[config.mk]
export PLATFORM = sky130hd
export DESIGN_NAME = wb_lcd_ctrl_flat
export DESIGN_NICKNAME = d
export VERILOG_FILES = /design/src/rtl/wb_lcd_ctrl_if.sv /design/src/rtl/wb_lcd_ctrl.sv /design/src/flat_wrapper.sv
export SDC_FILE = /design/constraint.sdc
export NUM_CORES = 1
export LEC_CHECK = 0
export ABC_AREA = 1
export CORE_MARGIN = 3
export CORE_UTILIZATION = 54
export CTS_BUF_LIST = sky130_fd_sc_hd__clkbuf_8
export DETAILED_ROUTE_END_ITERATION = 8
export PLACE_DENSITY = 0.82
export SYNTH_ARGS = -nofsm -noshare
export SYNTH_HDL_FRONTEND = slang
export SYNTH_SLANG_ARGS = --single-unit
[constraint.sdc]
create_clock -name clk -period 2.5 [get_ports clk]
set_input_delay 0.25 -clock clk [delete_from_list [all_inputs] [get_ports clk]]
set_output_delay 0.25 -clock clk [all_outputs]
set_load 0.05 [all_outputs]
[src/rtl/wb_lcd_ctrl_if.sv]
`default_nettype none
// ============================================================================
// Module   : wb_lcd_ctrl_if
// Brief    : Wishbone classic slave bundle for the wb_lcd_ctrl LCD sequencer.
// Revision : 1.0  initial release
// ============================================================================
interface wb_lcd_ctrl_if;
  logic [31:0] wb_adr_i;
  logic [31:0] wb_dat_i;
  logic [31:0] wb_dat_o;
  logic [3:0]  wb_sel_i;
  logic        wb_stb_i;
  logic        wb_cyc_i;
  logic        wb_we_i;
  logic        wb_ack_o;

  modport slave (
    input  wb_adr_i, wb_dat_i, wb_sel_i, wb_stb_i, wb_cyc_i, wb_we_i,
    output wb_dat_o, wb_ack_o
  );

  modport master (
    output wb_adr_i, wb_dat_i, wb_sel_i, wb_stb_i, wb_cyc_i, wb_we_i,
    input  wb_dat_o, wb_ack_o
  );
endinterface
`default_nettype wire

[src/rtl/wb_lcd_ctrl.sv]
`default_nettype none
// ============================================================================
// Module   : wb_lcd_ctrl
// Brief    : Wishbone slave that queues HD44780 bytes in a FIFO and plays each
//            one out as a timed RS/Data/E cycle. Define LCD_INIT_EN to add the
//            autonomous power-on initialisation sequence.
// Revision : 1.0  initial release
// ============================================================================
module wb_lcd_ctrl #(
  parameter int CLK_FREQ    = 100000000,
  parameter int FIFO_AW     = 3,
  parameter int E_SETUP_CYC = 5,
  parameter int E_HIGH_CYC  = 25
) (
  input  logic         clk,
  input  logic         rst,
  wb_lcd_ctrl_if.slave wb,
  output logic         intr,
  output logic         E,
  output logic         RS,
  output logic         RW,
  output logic [7:0]   Data_out
);

  localparam int DEPTH   = 2**FIFO_AW;
  localparam int LVL_W   = FIFO_AW + 1;
  localparam int SETUP_N = (E_SETUP_CYC < 1) ? 1 : E_SETUP_CYC;
  localparam int HIGH_N  = (E_HIGH_CYC < 1) ? 1 : E_HIGH_CYC;
  localparam int LONG_N  = (CLK_FREQ / 600 < 1) ? 1 : CLK_FREQ / 600;
  localparam int SHORT_N = (CLK_FREQ / 25000 < 1) ? 1 : CLK_FREQ / 25000;
  localparam int PWR_N   = (CLK_FREQ / 66 < 1) ? 1 : CLK_FREQ / 66;
  localparam int MAX_A   = (SETUP_N > HIGH_N) ? SETUP_N : HIGH_N;
  localparam int MAX_B   = (LONG_N > SHORT_N) ? LONG_N : SHORT_N;
  localparam int MAX_C   = (PWR_N > MAX_A) ? PWR_N : MAX_A;
  localparam int MAX_N   = (MAX_B > MAX_C) ? MAX_B : MAX_C;
  localparam int CNT_W   = $clog2(MAX_N + 1);

  localparam logic [CNT_W-1:0] C_SETUP = CNT_W'(SETUP_N - 1);
  localparam logic [CNT_W-1:0] C_HIGH  = CNT_W'(HIGH_N - 1);
  localparam logic [CNT_W-1:0] C_LONG  = CNT_W'(LONG_N - 1);
  localparam logic [CNT_W-1:0] C_SHORT = CNT_W'(SHORT_N - 1);

  typedef enum logic [2:0] {
    ST_IDLE  = 3'd0,
    ST_SETUP = 3'd1,
    ST_PULSE = 3'd2,
    ST_HOLD  = 3'd3,
    ST_WAIT  = 3'd4
`ifdef LCD_INIT_EN
    , ST_INIT = 3'd5
`endif
  } state_t;

`ifdef LCD_INIT_EN
  localparam state_t           ST_RESET = ST_INIT;
  localparam logic [CNT_W-1:0] C_RESET  = CNT_W'(PWR_N - 1);
  localparam logic [2:0]       INIT_LEN = 3'd6;
`else
  localparam state_t           ST_RESET = ST_IDLE;
  localparam logic [CNT_W-1:0] C_RESET  = '0;
`endif

  // ---------------------------------------------------------------- bus side
  logic        ack_q, ack_d;
  logic [31:0] dat_o_q, dat_o_d;
  logic        ovf_q, ovf_d;
  logic        irq_en_q, irq_en_d;
  logic        req, wr_fire, push_req, ctrl_wr, stat_rd, flush;
  logic [1:0]  reg_sel;
  logic [31:0] status_word;
  logic        unused_bits;

  // ---------------------------------------------------------------- FIFO
  logic [8:0]         mem_q [DEPTH];
  logic [FIFO_AW-1:0] wr_ptr_q, wr_ptr_d, rd_ptr_q, rd_ptr_d;
  logic [LVL_W-1:0]   level_q, level_d;
  logic               empty, full, pop, push_ok, ovf_set;
  logic [8:0]         head;

  // ---------------------------------------------------------------- sequencer
  state_t           state_q, state_d;
  logic [CNT_W-1:0] cnt_q, cnt_d;
  logic             rs_q, rs_d;
  logic [7:0]       data_q, data_d;
  logic             e_q, e_d;
  logic             busy, is_long;

  assign unused_bits = ^{wb.wb_sel_i, wb.wb_adr_i[31:4], wb.wb_adr_i[1:0],
                         wb.wb_dat_i[31:9]};

  assign reg_sel  = wb.wb_adr_i[3:2];
  assign req      = wb.wb_stb_i & wb.wb_cyc_i & ~ack_q;
  // Writes take effect in the ack cycle; reads are captured as ack rises.
  assign wr_fire  = ack_q & wb.wb_stb_i & wb.wb_cyc_i & wb.wb_we_i;
  assign push_req = wr_fire & (reg_sel == 2'd0);
  assign ctrl_wr  = wr_fire & (reg_sel == 2'd2);
  assign stat_rd  = req & ~wb.wb_we_i & (reg_sel == 2'd1);
  assign flush    = ctrl_wr & wb.wb_dat_i[1];

  assign empty   = (level_q == '0);
  assign full    = (level_q == LVL_W'(DEPTH));
  assign head    = mem_q[rd_ptr_q];
  assign push_ok = push_req & (~full | pop);
  assign ovf_set = push_req & full & ~pop;

  assign busy    = (state_q != ST_IDLE);
  assign is_long = ~rs_q & ((data_q == 8'h01) | (data_q == 8'h02) | (data_q == 8'h03));

  always_comb begin
    status_word       = '0;
    status_word[0]    = busy;
    status_word[1]    = empty;
    status_word[2]    = full;
    status_word[3]    = ovf_q;
    status_word[11:8] = 4'(level_q);
  end

  always_comb begin
    ack_d    = req;
    dat_o_d  = '0;
    ovf_d    = ovf_q;
    irq_en_d = irq_en_q;
    if (req && !wb.wb_we_i) begin
      case (reg_sel)
        2'd1:    dat_o_d = status_word;
        2'd2:    dat_o_d = {31'd0, irq_en_q};
        default: dat_o_d = '0;
      endcase
    end
    if (stat_rd) ovf_d = 1'b0;
    if (ovf_set) ovf_d = 1'b1;
    if (ctrl_wr) irq_en_d = wb.wb_dat_i[0];
  end

  always_comb begin
    wr_ptr_d = wr_ptr_q;
    rd_ptr_d = rd_ptr_q;
    level_d  = level_q;
    if (flush) begin
      wr_ptr_d = '0;
      rd_ptr_d = '0;
      level_d  = '0;
    end else begin
      if (push_ok) wr_ptr_d = wr_ptr_q + 1'b1;
      if (pop)     rd_ptr_d = rd_ptr_q + 1'b1;
      if (push_ok && !pop)      level_d = level_q + 1'b1;
      else if (pop && !push_ok) level_d = level_q - 1'b1;
    end
  end

  always_ff @(posedge clk) begin
    if (push_ok) mem_q[wr_ptr_q] <= wb.wb_dat_i[8:0];
  end

`ifdef LCD_INIT_EN
  logic [2:0] init_idx_q, init_idx_d;
  logic [7:0] init_byte;

  always_comb begin
    case (init_idx_q)
      3'd0, 3'd1, 3'd2: init_byte = 8'h38;
      3'd3:             init_byte = 8'h0C;
      3'd4:             init_byte = 8'h06;
      default:          init_byte = 8'h01;
    endcase
  end

  always_ff @(posedge clk or negedge rst) begin
    if (!rst) init_idx_q <= '0;
    else      init_idx_q <= init_idx_d;
  end
`endif

  always_comb begin
    state_d = state_q;
    cnt_d   = cnt_q;
    rs_d    = rs_q;
    data_d  = data_q;
    pop     = 1'b0;
`ifdef LCD_INIT_EN
    init_idx_d = init_idx_q;
`endif
    case (state_q)
`ifdef LCD_INIT_EN
      ST_INIT: begin
        if (cnt_q != '0) begin
          cnt_d = cnt_q - 1'b1;
        end else if (init_idx_q == INIT_LEN) begin
          state_d = ST_IDLE;
        end else begin
          rs_d       = 1'b0;
          data_d     = init_byte;
          init_idx_d = init_idx_q + 1'b1;
          cnt_d      = C_SETUP;
          state_d    = ST_SETUP;
        end
      end
`endif
      ST_IDLE: begin
        if (!empty) begin
          pop     = 1'b1;
          rs_d    = head[8];
          data_d  = head[7:0];
          cnt_d   = C_SETUP;
          state_d = ST_SETUP;
        end
      end
      ST_SETUP: begin
        if (cnt_q != '0) cnt_d = cnt_q - 1'b1;
        else begin
          cnt_d   = C_HIGH;
          state_d = ST_PULSE;
        end
      end
      ST_PULSE: begin
        if (cnt_q != '0) cnt_d = cnt_q - 1'b1;
        else begin
          cnt_d   = C_SETUP;
          state_d = ST_HOLD;
        end
      end
      ST_HOLD: begin
        if (cnt_q != '0) cnt_d = cnt_q - 1'b1;
        else begin
          cnt_d   = is_long ? C_LONG : C_SHORT;
          state_d = ST_WAIT;
        end
      end
      ST_WAIT: begin
        if (cnt_q != '0) cnt_d = cnt_q - 1'b1;
        else begin
`ifdef LCD_INIT_EN
          if (init_idx_q != INIT_LEN) begin
            cnt_d   = '0;
            state_d = ST_INIT;
          end else
`endif
          state_d = ST_IDLE;
        end
      end
      default: state_d = ST_IDLE;
    endcase
    // E is registered from the next state so it tracks PULSE without glitches.
    e_d = (state_d == ST_PULSE);
  end

  always_ff @(posedge clk or negedge rst) begin
    if (!rst) begin
      ack_q    <= 1'b0;
      dat_o_q  <= '0;
      ovf_q    <= 1'b0;
      irq_en_q <= 1'b0;
      wr_ptr_q <= '0;
      rd_ptr_q <= '0;
      level_q  <= '0;
      state_q  <= ST_RESET;
      cnt_q    <= C_RESET;
      rs_q     <= 1'b0;
      data_q   <= '0;
      e_q      <= 1'b0;
    end else begin
      ack_q    <= ack_d;
      dat_o_q  <= dat_o_d;
      ovf_q    <= ovf_d;
      irq_en_q <= irq_en_d;
      wr_ptr_q <= wr_ptr_d;
      rd_ptr_q <= rd_ptr_d;
      level_q  <= level_d;
      state_q  <= state_d;
      cnt_q    <= cnt_d;
      rs_q     <= rs_d;
      data_q   <= data_d;
      e_q      <= e_d;
    end
  end

  assign wb.wb_ack_o = ack_q;
  assign wb.wb_dat_o = dat_o_q;
  assign intr        = irq_en_q & (state_q == ST_IDLE) & empty;
  assign E           = e_q;
  assign RS          = rs_q;
  assign RW          = 1'b0;
  assign Data_out    = data_q;

endmodule
`default_nettype wire
[src/flat_wrapper.sv]
// flat-port wrapper written by rule: the top's interface ports become plain ports
module wb_lcd_ctrl_flat 
#(
  parameter int CLK_FREQ    = 100000000,
  parameter int FIFO_AW     = 3,
  parameter int E_SETUP_CYC = 5,
  parameter int E_HIGH_CYC  = 25
)
  (clk, rst, intr, E, RS, RW, Data_out, wb_wb_adr_i, wb_wb_dat_i, wb_wb_sel_i, wb_wb_stb_i, wb_wb_cyc_i, wb_wb_we_i, wb_wb_dat_o, wb_wb_ack_o);
  wb_lcd_ctrl_if wb_i ();
  input  logic clk;
  input  logic rst;
  output logic intr;
  output logic E;
  output logic RS;
  output logic RW;
  output logic [7:0] Data_out;
  input wire logic [$bits(wb_i.wb_adr_i)-1:0] wb_wb_adr_i;
  input wire logic [$bits(wb_i.wb_dat_i)-1:0] wb_wb_dat_i;
  input wire logic [$bits(wb_i.wb_sel_i)-1:0] wb_wb_sel_i;
  input wire logic [$bits(wb_i.wb_stb_i)-1:0] wb_wb_stb_i;
  input wire logic [$bits(wb_i.wb_cyc_i)-1:0] wb_wb_cyc_i;
  input wire logic [$bits(wb_i.wb_we_i)-1:0] wb_wb_we_i;
  output wire logic [$bits(wb_i.wb_dat_o)-1:0] wb_wb_dat_o;
  output wire logic [$bits(wb_i.wb_ack_o)-1:0] wb_wb_ack_o;
  assign wb_i.wb_adr_i = wb_wb_adr_i;
  assign wb_i.wb_dat_i = wb_wb_dat_i;
  assign wb_i.wb_sel_i = wb_wb_sel_i;
  assign wb_i.wb_stb_i = wb_wb_stb_i;
  assign wb_i.wb_cyc_i = wb_wb_cyc_i;
  assign wb_i.wb_we_i = wb_wb_we_i;
  assign wb_wb_dat_o = wb_i.wb_dat_o;
  assign wb_wb_ack_o = wb_i.wb_ack_o;
  wb_lcd_ctrl #(.CLK_FREQ(CLK_FREQ), .FIFO_AW(FIFO_AW), .E_SETUP_CYC(E_SETUP_CYC), .E_HIGH_CYC(E_HIGH_CYC)) u_core (.clk(clk), .rst(rst), .wb(wb_i), .intr(intr), .E(E), .RS(RS), .RW(RW), .Data_out(Data_out));
endmodule
==> results of run 1 <==
[cell usage after synthesis (3+ instances only)]
library cell,count,area (um^2)
sky130_fd_sc_hd__nand2_1,123,461.7
sky130_fd_sc_hd__nand3_1,38,190.2
sky130_fd_sc_hd__xnor2_1,3,26.28
sky130_fd_sc_hd__ha_1,10,125.1
sky130_fd_sc_hd__xor2_1,7,61.31
sky130_fd_sc_hd__o21ai_2,4,35.03
sky130_fd_sc_hd__o211ai_1,8,60.06
sky130_fd_sc_hd__nand2_2,4,25.02
sky130_fd_sc_hd__edfxtp_1,72,2162
sky130_fd_sc_hd__a21oi_1,6,30.03
sky130_fd_sc_hd__nor3_1,13,65.06
sky130_fd_sc_hd__nor2_2,6,37.54
sky130_fd_sc_hd__nand4_1,11,68.82
sky130_fd_sc_hd__inv_2,3,11.26
sky130_fd_sc_hd__inv_1,65,244.0
sky130_fd_sc_hd__o21ai_0,63,315.3
sky130_fd_sc_hd__nor2_1,100,375.4
sky130_fd_sc_hd__o221ai_1,5,43.79
sky130_fd_sc_hd__dfrtp_1,55,1376
sky130_fd_sc_hd__o22ai_1,17,106.4
sky130_fd_sc_hd__clkbuf_1,11,41.29
sky130_fd_sc_hd__buf_4,25,187.7
[routing by layer]
layer | global-route usage (%) | vias to the layer above
met5 | 0 | -
met4 | 10.21 | 0
met3 | 5.889 | 45
met2 | 38.16 | 204
met1 | 27.70 | 2331
li1 | - | 2350
[power breakdown]
part	internal (mW)	switching, mW	leakage, nW
Combinational	0.128	0.319	1.54
Sequential	2.25	0.0255	1.32
Clock	0.840	0.957	0.204
Total	3.21	1.30	3.07
[cell families (layout without fill, tap and decap cells)]
group	after synthesis	in the layout
compound gates	108	108
xor+xnor	10	10
fa+ha+maj	11	11
buf+inv	110	156
flops	127	127
other cells	1	25
simple gates	307	307
[how the worst max path moves through the flow]
stage,from,end,slack (ns),depth (start not counted)
after global routing,u_core.state_q[1]$_DFF_PN0_,u_core.level_q[3]$_DFFE_PN0P_,0.06,12
after detailed placement,wb_wb_cyc_i,u_core.level_q[3]$_DFFE_PN0P_,0.04,12
final,u_core.state_q[1]$_DFF_PN0_,u_core.level_q[3]$_DFFE_PN0P_,0.20,12
after floorplan,u_core.wb.wb_ack_o$_DFF_PN0_,u_core.mem_q[0][0]$_DFFE_PP_,0.16,6
after global placement,wb_wb_cyc_i,u_core.level_q[3]$_DFFE_PN0P_,0.15,12
after CTS,u_core.state_q[2]$_DFF_PN0_,u_core.level_q[3]$_DFFE_PN0P_,0.02,12
[timing repair]
action	4_1_cts	5_1_grt
endpoints found under the hold margin	11	0
gates resized for setup	0	6
hold buffers	1	0
buffers inserted	0	1
setup endpoints to repair	0	1
[metrics by stage]
stage	utilization [%]	power [mW]	instances
3_5_place_dp	60.76	2.757	850
6_report	64.72	4.516	884
3_3_place_gp	60.76	2.730	850
2_1_floorplan	-	2.653	698
4_1_cts	64.46	4.531	883
5_1_grt	64.72	4.691	884
[area by class of cell]
| cell class | instances | area, um^2 | area share, % |
|---|---|---|---|
| Clock buffer | 17 | 234.0 | 3.249 |
| Clock inverter | 15 | 167.7 | 2.328 |
| Inverter | 70 | 265.3 | 3.684 |
| Multi-Input combinational cell | 461 | 2330 | 32.35 |
| Sequential cell | 127 | 3541 | 49.17 |
| Tap cell | 140 | 175.2 | 2.433 |
| Timing Repair Buffer | 54 | 488.0 | 6.777 |
[sequential cells by signal, indices dropped and copies added, names as in the netlist]
signal,cells
u_core.rd_ptr_q,3
u_core.RS,1
u_core.wb.wb_ack_o,1
u_core.irq_en_q,1
u_core.wr_ptr_q,3
u_core.E,1
u_core.ovf_q,1
u_core.wb.wb_dat_o,8
u_core.Data_out,8
u_core.level_q,4
u_core.state_q,3
u_core.cnt_q,21
u_core.mem_q,72
[worst max-delay path, stage by stage (launching register included)]
cell and delay, ns:
sky130_fd_sc_hd__dfrtp_2 0.46, sky130_fd_sc_hd__nor3_4 0.24, sky130_fd_sc_hd__inv_1 0.11, sky130_fd_sc_hd__nand2_1 0.10, sky130_fd_sc_hd__nand3_1 0.11, sky130_fd_sc_hd__inv_2 0.13, sky130_fd_sc_hd__ha_4 0.17, sky130_fd_sc_hd__inv_1 0.06
sky130_fd_sc_hd__ha_1 0.32, sky130_fd_sc_hd__a21oi_1 0.14, sky130_fd_sc_hd__nand2_1 0.08, sky130_fd_sc_hd__xnor2_1 0.14, sky130_fd_sc_hd__o22ai_1 0.11
[cells in the final DEF, fill, tap and decap left out, drive strengths merged, types with 3 or more instances in the layout]
cell,instances
edfxtp,72
xnor2,3
clkinv,4
clkbuf,17
nand4,11
clkdlybuf4s50,33
dfrtp,55
ha,10
o21ai,67
conb,25
nand2,130
inv,79
o211ai,8
o221ai,5
nor3,15
o22ai,17
nor2,106
buf,20
a21oi,6
nand3,40
xor2,7
==> impl_results.md, run 1 <==
* Simple-gate share of the synthesized area at about 22%
* Drt wl/cell at about 16 um
* Max-Cap Viols at 0
* Antenna violations before repair at 0
* Length of routed met2 wiring at a little over 7000 um
* Share of the synthesized area in compound gates (AO/OA/AOI/OAI) at under 10%
* Worst min path class: in -> async
* Number of antenna-violating nets in the routed design at 0
* Root buffer cell: sky130_fd_sc_hd__clkbuf_8
* Number of buffers inserted during clock tree synthesis at 17
* Worst flop-to-flop path startpoint: u_core.state_q[1]$_DFF_PN0_
* Leading register cell type out of synthesis: sky130_fd_sc_hd__edfxtp_1
* Startpoint kind of the worst setup timing path: flip-flop
* Total non-filler cell area in the finished layout at between 7000 and 8000 um^2
* Final setup fails at 0
* Wire length of the first global-routing pass at between 20000 and 25000 um
* Number of distinct standard cells referenced by the synthesized netlist at 41
* TritonCTS clock tree: yes
* Slew @ Worst Pin at between 0.6 and 0.7 ns
* Pre-CTS WS at 0.04401 ns
* Post-placement cell area at 6760 um^2
* Number of placed I/O pins at ~120
* First drt pass iteration count at 5
* Worst ir drop on vdd at ~530 uV
* Via/cell ratio at 5.577
* Worst reg2reg path endpoint: u_core.level_q[3]$_DFFE_PN0P_
* Achievable clock frequency at about 440 MHz
* Overflow after GRT at 0
* Fraction of the yosys area taken by sequential cells at 56.29%
* Global placer's final weighted congestion at 0.9165
* Largest fanout of any net on the critical path at 5
* WS Path Type: reg -> reg
* Power Dens Cells at 627.2 nW/um^2
* Routed length on met1 at 5672 um
* DR vias at 4930
* Leakage power at around 3 nW
* Row Count at 38
* Count of routing violations after the opening detailed-route iteration at roughly 390
* Post-synthesis sequential element count at around 130
* Data arrival, critical path at approximately 2.6 ns
* Synthesis warning total at 0
* Uppermost layer routed: met4
* R2R depth at 12
* Buffer depth of the longest clock path at 2
* Xor/xnor share of the synthesized area at 1.393%
* Headroom to the max-slew limit at 57.39%
* Endpoints failing hold at 0
* Initial core utilization at a little under three fifths
* Fraction of synthesized area in multiplexers at 0%
* Length of routed met3 wiring at slightly below 1000 um
* Total routing usage reported by global routing at between 20% and 30%
* Max Clock Skew at between 0.01 and 0.015 ns
* Clock H-tree levels at 4
* CTS sink count at 127
* Synthesized-area fraction occupied by adder cells at 2.309%
* Final worst path period share at about 92%
* Antenna Diode Count at 0
* Status: complete, no violations
* Remaining routing DRC violations at 0
* Clock edge transition at the registers on the reported setup and hold paths at roughly 0.09 ns
* Number of inserted filler cells in the final layout at 840
* Synthesis-to-layout area growth at 14.55%
* Post-Route WL at around 14000 um
* Unrepaired setup endpoints after global routing: false
* Die span in y at around 110 um
* Final Max Slew Viols at 0
* Shortest period the worst path allows at 2.297 ns
* Crit path required time at 2.82 ns
* Kind of capture point of the worst setup path: flip-flop
* Layout cell share with drive strength beyond 1 at a little under an eighth
* Source-to-sink clock delay at the later pin of the worst-skew pair at 0.45 ns
* EDFF count, synth at 72
* Detail Placement HPWL at around 9500 um
* NumNets Final at 815
* Die area at around 13000 um^2
* Setup TNS after final layout at 0 ns
* Post-layout worst setup margin at 0.2029 ns
* Post-synthesis instance area at 6286 um^2
* Number of global-route vias before repair at just under 5k
* Post-synthesis async set-or-reset flop share at between 40% and 50%
* Die Span X at 113.9 um
* Core Region at approximately 11000 um^2
* Min Hold Slack at between 0.2 and 0.25 ns
* Main combinational cell family by area after synthesis: simple AND/OR/NAND/NOR gates
* Pin count of the biggest net entering global routing at 40
* Port Buf Inserts at 35
* Setup slack on the worst flop-to-flop path at approximately 0.20 ns
* Instance count of the mapped netlist at 674
* Synthesized area divided by synthesized cell count at between 9 and 10 um^2
No activity file was read; power rests on OpenSTA's default activity.
==> run 2: changes to the inputs <==
--- a/config.mk
+++ b/config.mk
@@ -7,10 +7,10 @@
 export LEC_CHECK = 0
 export ABC_AREA = 1
 export CORE_MARGIN = 3
-export CORE_UTILIZATION = 54
+export CORE_UTILIZATION = 49
 export CTS_BUF_LIST = sky130_fd_sc_hd__clkbuf_8
 export DETAILED_ROUTE_END_ITERATION = 8
-export PLACE_DENSITY = 0.82
+export PLACE_DENSITY = 0.79
 export SYNTH_ARGS = -nofsm -noshare
 export SYNTH_HDL_FRONTEND = slang
 export SYNTH_SLANG_ARGS = --single-unit
==> constraint.sdc (replaced) <==
create_clock -name clk -period 2.07 [get_ports clk]
set_input_delay 0.207 -clock clk [delete_from_list [all_inputs] [get_ports clk]]
set_output_delay 0.207 -clock clk [all_outputs]
set_load 0.05 [all_outputs]
==> run 2 against run 1 <==
Compared with the run above: critical path depth fell by 3; hold slack gained 0.071 ns; maximum frequency up 17%; design area grew 3.4%; clock power grew 25%; worst setup slack lost 0.094 ns; sequential power is 21% higher; register-to-register slack got worse by 0.09 ns; sequential share of layout area is 1.6 points lower; count of clock-buffer cells in the layout is the same; global-route usage decreased by 1.8 points; final cell count rose by 4.6%.
==> impl_results.md, run 2 (synthesized netlist as in run 1, its figures left out) <==
* Endpoints failing hold at 0 (unchanged)
* Die Span X at 119.3 um (+4.7%)
* Max Clock Skew at 0.01334 ns (-0.0002940 ns)
* Largest fanout of any net on the critical path at 9 (+4)
* Headroom to the max-slew limit at 58.13% (+0.74 points)
* NumNets Final at 829 (+1.7%)
* Final Max Slew Viols at 0 (unchanged)
* Drt wl/cell at 15.67 um (-1.9%)
* Critical path's most frequent cell: sky130_fd_sc_hd__buf_4
* Achievable clock frequency at 509.8 MHz (+17%)
* Number of buffers inserted during clock tree synthesis at 17 (unchanged)
* Slew @ Worst Pin at 0.6273 ns (-0.01113 ns)
* Cell with the biggest individual delay on the critical path: sky130_fd_sc_hd__dfrtp_2
* Wire length of the first global-routing pass at 23430 um (+1.8%)
* Switching part of the total power at 26.44% (-2.4 points)
* Leakage power at 3.148 nW (+2.6%)
* Buffer depth of the longest clock path at 2 (unchanged)
* Final setup fails at 0 (unchanged)
* WS Path Type: reg -> reg
* Register name with the most flops: u_core.mem_q
* Critical path cell sequence: nor3_4 > inv_2 > nand2_2 > nand3_2 > buf_4 > nor2_1 > inv_1 > nor3_1 > buf_4
* Count of routing violations after the opening detailed-route iteration at 384 (-2.0%)
* Final Util at 60.71% (-4.0 points)
* Power Internal at 4.110 mW (+28%)
* R2R depth at 9 (-3)
* Worst path max stage delay at 0.43 ns (-0.03 ns)
* CTS sink count at 127 (unchanged)
* Overflow after GRT at 0 (unchanged)
* Synthesis-to-layout area growth at 18.43%
* Root buffer cell: sky130_fd_sc_hd__clkbuf_8
* Unrepaired setup endpoints after global routing: true
* Post-layout worst setup margin at 0.1085 ns (-0.09440 ns)
* Worst reg2reg path endpoint: u_core.mem_q[5][1]$_DFFE_PP_
* Pin count of the biggest net entering global routing at 37 (-7.5%)
* Setup slack on the worst flop-to-flop path at 0.11 ns (-0.09 ns)
* Number of antenna-violating nets in the routed design at 0 (unchanged)
* Worst min path class: in -> async
* Data arrival, critical path at 2.10 ns (-0.52 ns)
* Worst ir drop on vdd at 940.4 uV (+78%)
* Pre-CTS WS at -0.1369 ns (-0.1809 ns)
* Max-Cap Viols at 0 (unchanged)
* First drt pass iteration count at 5 (unchanged)
* Crit path required time at 2.21 ns (-0.61 ns)
* Startpoint kind of the worst setup timing path: flip-flop
* Status: complete, no violations
* Total routing usage reported by global routing at 20.97% (-1.8 points)
* Part of the power in the clock network at 40.4% (+0.6 points)
* Most common cell after layout, fill and taps aside: sky130_fd_sc_hd__nand2_1
* Biggest registers after layout: u_core.mem_q x72, u_core.cnt_q x21
* Die area at 14220 um^2 (+9.7%)
* Number of global-route vias before repair at 4924 (+1.8%)
* Total power consumption of the routed design at 5.587 mW (+24%)
* Flop pwr share at 49.2% (-1.1 points)
* Initial core utilization at 51.27% (-5.2 points)
* Post-Route WL at 14500 um (+2.6%)
* Worst flop-to-flop path startpoint: u_core.state_q[0]$_DFF_PN0_
* Commonest cells after routing, fill and taps aside: sky130_fd_sc_hd__nand2_1, sky130_fd_sc_hd__nor2_1, sky130_fd_sc_hd__edfxtp_1, sky130_fd_sc_hd__o21ai_0, sky130_fd_sc_hd__inv_1
* Die span in y at 119.3 um (+4.7%)
* Row Count at 40 (+5.3%)
* Net Sw Power at 1.477 mW (+14%)
* Source-to-sink clock delay at the later pin of the worst-skew pair at 0.45 ns (about the same)
* Via/cell ratio at 5.348 (-4.1%)
* Layout cell share with drive strength beyond 1 at 14.53% (+3.2 points)
* Setup TNS after final layout at 0 ns (unchanged)
* Core Region at 12260 um^2 (+10%)
* Port Buf Inserts at 35 (unchanged)
* Clock edge transition at the registers on the reported setup and hold paths at 0.08 ns (about the same)
* Global placer's final weighted congestion at 0.9078 (-0.95%)
* Number of placed I/O pins at 118 (unchanged)
* DR vias at 4947 (+0.34%)
* Final worst path period share at 94.76% (+2.9 points)
* Antenna violations before repair at 0 (unchanged)
* Power Dens Cells at 750.5 nW/um^2 (+20%)
* Max FFs per register at 72 (unchanged)
* Shortest period the worst path allows at 1.961 ns (-0.3356 ns)
* Clock H-tree levels at 4 (unchanged)
* Kind of capture point of the worst setup path: flip-flop
* Min Hold Slack at 0.2776 ns (+0.07115 ns)
* Detail Placement HPWL at 10060 um (+5.6%)
* Combinational power share at 10.5% (+0.6 points)
* Remaining routing DRC violations at 0 (unchanged)
* Antenna Diode Count at 0 (unchanged)
* TritonCTS clock tree: yes
## run 2: cell count changes in the layout (fill, tap and decap cells not counted), moves of 2 or more
cell	before	now
sky130_fd_sc_hd__clkinv_4	1	3
sky130_fd_sc_hd__bufinv_16	1	3
sky130_fd_sc_hd__buf_12	0	2
sky130_fd_sc_hd__inv_1	64	61
sky130_fd_sc_hd__nand3_1	38	35
sky130_fd_sc_hd__nor2_1	100	98
sky130_fd_sc_hd__nor2_4	0	2
sky130_fd_sc_hd__inv_2	4	7
sky130_fd_sc_hd__buf_4	19	31
sky130_fd_sc_hd__inv_8	5	1
sky130_fd_sc_hd__nand3_2	2	4
## run 2: repair_timing
action	in CTS	in global routing
setup endpoints to repair	1	39
endpoints found under the hold margin	20	0
hold buffers	1	0
gates resized for setup	3	12
setup buffers	0	1
## run 2: final cells by class
| type | count | area (um^2) |
|---|---|---|
| tap | 168 | 210.2 |
| sequential | 127 | 3541 |
| clock buffer | 17 | 234.0 |
| fill | 1006 | 4817 |
| inverter | 70 | 265.3 |
| timing repair buffer | 68 | 618.1 |
| multi-input combinational | 461 | 2394 |
| clock inverter | 14 | 182.7 |
## run 2: how the worst max path moves through the flow
stage                                  startpoint  cells past startpoint  slack, ns                            end
floorplan             u_core.state_q[0]$_DFF_PN0_                      7      -0.14   u_core.mem_q[1][0]$_DFFE_PP_
global placement                      wb_wb_cyc_i                     12      -0.06  u_core.level_q[3]$_DFFE_PN0P_
detailed placement                     wb_wb_we_i                     12      -0.14  u_core.level_q[3]$_DFFE_PN0P_
CTS                   u_core.state_q[0]$_DFF_PN0_                     12       0.03  u_core.level_q[3]$_DFFE_PN0P_
global route        u_core.level_q[1]$_DFFE_PN0P_                     13      -0.03  u_core.level_q[3]$_DFFE_PN0P_
finish                u_core.state_q[0]$_DFF_PN0_                      9       0.11   u_core.mem_q[5][1]$_DFFE_PP_
## run 2: worst max-delay path: cells and delay by family (launching register included)
family	cells	cell delay [ns]
buffers and inverters	4	0.58
DFF	1	0.43
and+or+nand+nor	5	0.65
## run 2: routing by layer
metal,vias up,track usage [%],routed length (um)
li1,2362,-,-
met1,2352,25.10,5785
met5,-,0,0
met2,192,35.36,7384
met4,0,10.64,473
met3,41,4.843,851
## run 2: per-stage QoR
step                instance area (um^2)  cells
floorplan                           6402    698
global placement                    6952    892
detailed placement                  6952    892
CTS                                 7393    924
global route                        7445    925
finish                              7445    925
## run 2: power by group through the flow
stage	clock network, mW	registers, mW	logic, mW
after floorplan	0	2.80	0.406
final	2.25	2.75	0.586
after global placement	0	2.80	0.527
after global routing	2.40	2.75	0.647
after detailed placement	0	2.80	0.558
after CTS	2.28	2.75	0.568
==> run 3: changes to the inputs <==
--- a/config.mk
+++ b/config.mk
@@ -9,6 +9,7 @@
 export CORE_MARGIN = 3
 export CORE_UTILIZATION = 49
 export CTS_BUF_LIST = sky130_fd_sc_hd__clkbuf_8
+export CTS_CLUSTER_SIZE = 30
 export DETAILED_ROUTE_END_ITERATION = 8
 export PLACE_DENSITY = 0.79
 export SYNTH_ARGS = -nofsm -noshare
==> results of run 3 <==
The final DEF is identical to that of run 2; final timing and power are the same.
